===== src/rtl/bit_serial_adder.sv =====
// Bit-serial adder: operands are shifted LSB-first through one full-adder slice,
// with the carry held in a flop between bits. Includes the one-bit full adder fa.

module fa (
    input  logic a,
    input  logic b,
    input  logic ci,
    output logic s,
    output logic cy
);
    assign s  = a ^ b ^ ci;
    assign cy = (a & b) | (ci & (a ^ b));
endmodule

// state | meaning
// IDLE  | waiting for start; sum/cout hold the last result
// SHIFT | one operand bit added per clock, WIDTH clocks in total
// DONE  | single-cycle result-valid; start here re-launches without a gap
module bit_serial_adder #(
    parameter int WIDTH = 8
) (
    input  logic             clk,
    input  logic             rst,
    input  logic             start,
    input  logic [WIDTH-1:0] a,
    input  logic [WIDTH-1:0] b,
    input  logic             cin,
    output logic             busy,
    output logic             done,
    output logic [WIDTH-1:0] sum,
    output logic             cout
);
    localparam int CNT_W = $clog2(WIDTH);
    localparam logic [CNT_W-1:0] CNT_LAST = CNT_W'(WIDTH - 1);

    typedef enum logic [1:0] {
        IDLE  = 2'd0,
        SHIFT = 2'd1,
        DONE  = 2'd2
    } state_t;

    state_t             state;
    logic [WIDTH-1:0]   a_sr;
    logic [WIDTH-1:0]   b_sr;
    logic [WIDTH-2:0]   s_sr;
    logic               carry_q;
    logic [CNT_W-1:0]   cnt;

    logic               fa_s;
    logic               fa_cy;
    logic [WIDTH-1:0]   s_next;

    fa u_fa (
        .a  (a_sr[0]),
        .b  (b_sr[0]),
        .ci (carry_q),
        .s  (fa_s),
        .cy (fa_cy)
    );

    // The newest sum bit enters at the MSB; after WIDTH shifts it lines up as the full result.
    assign s_next = {fa_s, s_sr};

    always_ff @(posedge clk) begin
        if (rst) begin
            state   <= IDLE;
            a_sr    <= '0;
            b_sr    <= '0;
            s_sr    <= '0;
            carry_q <= 1'b0;
            cnt     <= '0;
            sum     <= '0;
            cout    <= 1'b0;
        end else begin
            case (state)
                IDLE, DONE: begin
                    if (start) begin
                        a_sr    <= a;
                        b_sr    <= b;
                        carry_q <= cin;
                        s_sr    <= '0;
                        cnt     <= '0;
                        state   <= SHIFT;
                    end else begin
                        state   <= IDLE;
                    end
                end
                SHIFT: begin
                    a_sr    <= {1'b0, a_sr[WIDTH-1:1]};
                    b_sr    <= {1'b0, b_sr[WIDTH-1:1]};
                    s_sr    <= s_next[WIDTH-1:1];
                    carry_q <= fa_cy;
                    cnt     <= cnt + CNT_W'(1);
                    if (cnt == CNT_LAST) begin
                        sum   <= s_next;
                        cout  <= fa_cy;
                        state <= DONE;
                    end
                end
                default: state <= IDLE;
            endcase
        end
    end

    assign busy = (state == SHIFT);
    assign done = (state == DONE);

endmodule


===== config.mk =====
export PLATFORM = sky130hd
export DESIGN_NAME = bit_serial_adder
export DESIGN_NICKNAME = d
export VERILOG_FILES = /design/src/rtl/bit_serial_adder.sv
export SDC_FILE = /design/constraint.sdc
export NUM_CORES = 1
export LEC_CHECK = 0
export BUFFER_PORTS_ARGS = -buffer_cell sky130_fd_sc_hd__buf_2
export CORE_UTILIZATION = 30
export CTS_BUF_LIST = sky130_fd_sc_hd__clkbuf_2
export CTS_CLUSTER_DIAMETER = 40
export DETAILED_ROUTE_END_ITERATION = 7
export GPL_TIMING_DRIVEN = 0
export PLACE_DENSITY = 0.53
export SETUP_SLACK_MARGIN = 0.1
export SYNTH_ARGS = -nofsm -noshare
export SYNTH_HDL_FRONTEND = slang
export SYNTH_SLANG_ARGS = --single-unit

===== constraint.sdc =====
create_clock -name clk -period 1.5 [get_ports clk]
set_input_delay 0.3 -clock clk [delete_from_list [all_inputs] [get_ports clk]]
set_output_delay 0.3 -clock clk [all_outputs]
set_load 0.05 [all_outputs]

After elaboration in Yosys (flattened, before gate mapping):

Index checks and enable logic that the tools add are counted.

* register bits after elaboration: 38
* input bits: 20
* output and inout bits: 11
* logic and storage cells: 37

* add/sub/neg operators: 1
* equal/unequal tests: 5
* muxes and demuxes: 13
* bitwise logic cells: 5
* reductions and logical operators: 5

Operators with widths (count)
* one-hot mux 8 bit (2 select lines): 2
* 2-to-1 mux 8 bit: 2
* one-hot mux 7 bit (2 select lines): 1
* 2-to-1 mux 7 bit: 1
* one-hot mux 3 bit (2 select lines): 1
* one-hot mux 2 bit (2 select lines): 1
* AND reduction 2 bit: 2
* adder 3 x 1 -> 3 bit, second input constant: 1
* equality test 3 bit, second input constant: 1
* 2-to-1 mux 3 bit: 1
* AND 1 bit: 2
* equality test 2 x 1 -> 1 bit, second input constant: 1
* equality test 2 bit, second input constant: 1
* logical NOT 2 bit: 1
* 2-to-1 mux 1 bit: 2
* 2-to-1 mux 2 bit: 1
* != test 2 x 1 -> 1 bit, second input constant: 1
* != test 2 bit, second input constant: 1
* one-hot mux 1 bit (2 select lines): 1
* nonzero test 2 bit: 1
* OR reduction 2 bit: 1
* bitwise XOR 1 bit: 2
* OR 1 bit: 1

Logic depth before layout (Yosys ltp):

* depth in word-level cells: 4
* mapped depth: 7
* mapped depth without buffers: 5

Modules after synthesis:

From an unflattened synthesis, not the netlist that was laid out.

* cell total of the unflattened synthesis: 190
* area, all modules: 1652.8 µm²

By module, submodules not included
* bit_serial_adder: times used 1, cells each 189, area an instance 1632.8 µm², seq. area each 760.7 µm²
* fa: times used 1, cells each 1, area an instance 20.0 µm², seq. area each 0.0 µm²

Worst setup path after synthesis:

No wires, ideal clock.

* kind: flip-flop to output port
* start point: register state[1]
* end point: output port done
* data arrival time: 1.023 ns
* slack: 0.177 ns
* stages on the path, launching flop included: 2
* buffers on the path: 0
* cell sequence: dfxtp_1 > nor2b_1

* longest elaborated chain between the ends: 1

Ends and longest elaborated chain
* start: declaration: line 42 `state_t state;`
* start signal: assignment: line 66 `state <= IDLE;`
* start signal: assignment: line 83 `state <= SHIFT;`
* start signal: assignment: line 85 `state <= IDLE;`
* equality test 2 bit: line 106 `assign done = (state == DONE);`
* end: declaration: line 29 `output logic done,`

Every way passes these cells.

Worst setup path in the final report:

* start point: register state[1]
* end point: output port busy

* longest elaborated chain between the ends: 1

Ends and longest elaborated chain
* equality test 2 x 1 -> 1 bit: line 105 `assign busy = (state == SHIFT);`
* end: declaration: line 28 `output logic busy,`

Every way passes these cells.

==> results.md <==
## Outcome
• **run status** finished, final reports clean

## Run
• **max capacitance violation total** 0

## Drt
• **DRC viols** 0
• **initial DRC count** 67
• **via-per-instance ratio** 4.62
• **DR WL/cell** 12.2 um
• **number of nets with antenna violations after routing** 0
• **total vias in the final route** 1391
• **first-pass iteration count of the detailed router** 4
• **post-detailed-routing wire length** 3670 um

## Finish
• **n_diodes** 0
• **fraction of final layout cells sized beyond drive strength 1** 0.307
• **fin nets** 253
• **area added between synthesis and finish** 21.0%
• **Layout fillers** 574

## Setup path
• **launching element type of the critical path** flip-flop
• **worst-path fanout max** 3
• **category of the critical setup timing path** reg2out
• **Worst Path Buf+Inv** 3
• **Critical Path Slowest Stage Cell** sky130_fd_sc_hd__dfxtp_2
• **r2r setup slk** 0.22 ns
• **type of destination of the critical path** primary output
• **family of cells with the greatest summed delay on the critical path** flip-flops
• **slowest stage delay, CP** 0.36 ns
• **most numerous cell on the critical path** sky130_fd_sc_hd__buf_8
• **CP Data Required Time** 1.20 ns
• **data arrival time of the critical path** 1.18 ns
• **cell-by-cell trace of the critical path** nand2b_4 > inv_4 > buf_8 > buf_8

## Global route
• **number of global-route vias before repair** 1368
• **global-route congestion overflow total** 0
• **number of antenna violations at the first check in global routing** 0
• **largest net degree at the start of global routing** 12
• **total track usage** 0.138
• **global-route wire length before repair** 6380 um

## Clock network
• **insertion delay of the later-clocked pin in the worst-skew pair** 0.38 ns
• **Hold Buf Count CTS** 0
• **TritonCTS clock tree** built
• **clock slew seen by the registers of the worst setup and hold paths** 0.18 ns
• **TritonCTS Sinks** 38
• **CTS root buf** sky130_fd_sc_hd__clkbuf_2
• **htree depth** 2
• **CTS max path bufs** 2
• **number of buffers created by CTS** 5

## Yosys
• **post-synthesis net count** 213
• **Synth cell types** 20
• **post-synthesis cell type with the largest combined area** sky130_fd_sc_hd__dfxtp_1
• **yosys warns** 0
• **number of synthesized register bits** 38
• **area fraction of the dominant cell type after synthesis** 0.463
• **leading post-synthesis cells by cell area** sky130_fd_sc_hd__dfxtp_1 46%, sky130_fd_sc_hd__nand2_1 11%, sky130_fd_sc_hd__a311oi_2 6.4%
• **cell count after synthesis** 190
• **total standard cell area after synthesis** 0.00164 mm^2
• **sequential area share after synthesis** 0.463
• **mean post-synth cell area** 8.65 um^2

## STA
• **crit share post-route** 0.988
• **Post-Route Skew** 0.00727 ns
• **count of endpoints failing setup in the final report** 0
• **final hold slack** 0.146 ns
• **min cycle time layout** 1.48 ns
• **transition time of the tightest slew-check pin** 0.726 ns
• **RSZ-0062 raised after global routing** true
• **hold violation total from the final report** 0
• **Highest Clock Rate** 0.675 GHz
• **max-slew violation count** 0
• **relative slew slack** 0.516
• **Setup TNS** 0 ns

## Placement
• **global placer's final weighted congestion** 0.721
• **detailed-placement wirelength estimate** 2550 um
• **port bufs** 29

## Die
• **I/O pin total** 31
• **overall die area** 0.00578 mm^2
• **Site Rows** 26
• **Initial Utilization** 0.316
• **x dimension of the die** 76.0 um
• **total core area** 0.00520 mm^2
• **die boundary height** 76.0 um

## Power and ir drop
• **worst ir drop on vdd** 0.407 mV
• **leakage component of the power** 0.000779 uW
• **power density over the cells** 918 mW/mm^2

## Hold path
• **worst hold-check path type** in2reg

layout by cell type (no fill, tap or decap), drive strengths merged, types with 2 or more instances in the layout:
cell type	synthesis	layout
a21oi	21	21
a311oi	15	15
buf	14	46
clkbuf	3	9
clkinv	0	3
dfxtp	38	38
ha	2	2
nand2	50	50
nand2b	3	3
nand3	21	21
nor2	17	17
nor2b	2	2
worst paths after layout:
check / start / endpoint / cells after the start
max: state[1] / busy / 4
min: a[7] / a_sr[7] / 3
max reg2reg: cnt[0] / state[0] / 5
min reg2reg: sum[2] / sum[2] / 2
Yosys cell counts:
library cell	number
sky130_fd_sc_hd__buf_6	6
sky130_fd_sc_hd__a21oi_1	14
sky130_fd_sc_hd__nand3b_1	1
sky130_fd_sc_hd__a311oi_1	8
sky130_fd_sc_hd__inv_2	1
sky130_fd_sc_hd__fa_1	1
sky130_fd_sc_hd__a311oi_2	7
sky130_fd_sc_hd__a21oi_2	7
sky130_fd_sc_hd__nand3_1	21
sky130_fd_sc_hd__nor2b_1	2
sky130_fd_sc_hd__dfxtp_1	38
sky130_fd_sc_hd__nand2b_1	3
sky130_fd_sc_hd__buf_4	3
sky130_fd_sc_hd__buf_2	4
sky130_fd_sc_hd__o21a_1	1
sky130_fd_sc_hd__buf_1	1
sky130_fd_sc_hd__nor2_1	17
sky130_fd_sc_hd__clkbuf_1	3
sky130_fd_sc_hd__nand2_1	50
sky130_fd_sc_hd__ha_1	2
worst min-delay path, stage by stage:
cell and delay (ns):
sky130_fd_sc_hd__buf_2 0.10, sky130_fd_sc_hd__nand2_1 0.05, sky130_fd_sc_hd__a21oi_1 0.05
area by class of cell:
type	count	area [um^2]	share of cell area
Inverter	1	6.26	0.00314
Tap cell	70	87.6	0.0440
Multi-Input combinational cell	134	764	0.384
Clock inverter	3	11.3	0.00566
Timing Repair Buffer	35	221	0.111
Sequential cell	38	766	0.385
Clock buffer	5	25.0	0.0126
Buffer	15	108	0.0541
cell families (layout without fill, tap and decap cells):
logic type,Yosys count,count (layout),synth area share
compound gates,37,37,0.191
fa+ha+maj,3,3,0.0274
buf+inv,18,59,0.0784
flops,38,38,0.463
simple gates,94,94,0.240
sequential cells by signal, indices dropped and copies added (netlist names):
| name | count |
|---|---|
| sum | 8 |
| carry_q | 1 |
| cnt | 3 |
| state | 2 |
| b_sr | 8 |
| cout | 1 |
| a_sr | 8 |
| s_sr | 7 |
timing repair:
item	in CTS	in global routing
pin swaps	1	0
buffers inserted	4	2
gates resized for setup	11	4
cloned	0	0
setup endpoints to repair	3	15
metrics by stage:
| step | worst slack (ns) | utilization | power (uW) | instance area (um^2) | std cells |
|---|---|---|---|---|---|
| after floorplan | 0.177 | - | 1320 | 1640 | 190 |
| after global placement | -0.00376 | 0.361 | 1410 | 1880 | 289 |
| after detailed placement | 0.00257 | 0.361 | 1410 | 1880 | 289 |
| after CTS | -0.168 | 0.382 | 1860 | 1990 | 301 |
| after global routing | -0.0589 | 0.382 | 1930 | 1990 | 301 |
| final | 0.0178 | 0.382 | 1830 | 1990 | 301 |
layer usage:
metal,up-vias,GRT usage,wire (um)
met5,-,0,0
met4,0,0.0519,59
met3,5,0.0371,167
met2,30,0.208,1580
met1,630,0.188,1870
li1,726,-,-
where the power goes:
| group | leakage (uW) | internal (uW) | switching, uW | total (uW) |
|---|---|---|---|---|
| logic | 0.000442 | 132 | 176 | 308 |
| clock network | 0.0000255 | 99.6 | 326 | 425 |
| registers | 0.000311 | 1060 | 30.9 | 1090 |
| total | 0.000779 | 1290 | 533 | 1830 |
(Power assumes the default switching activity.)
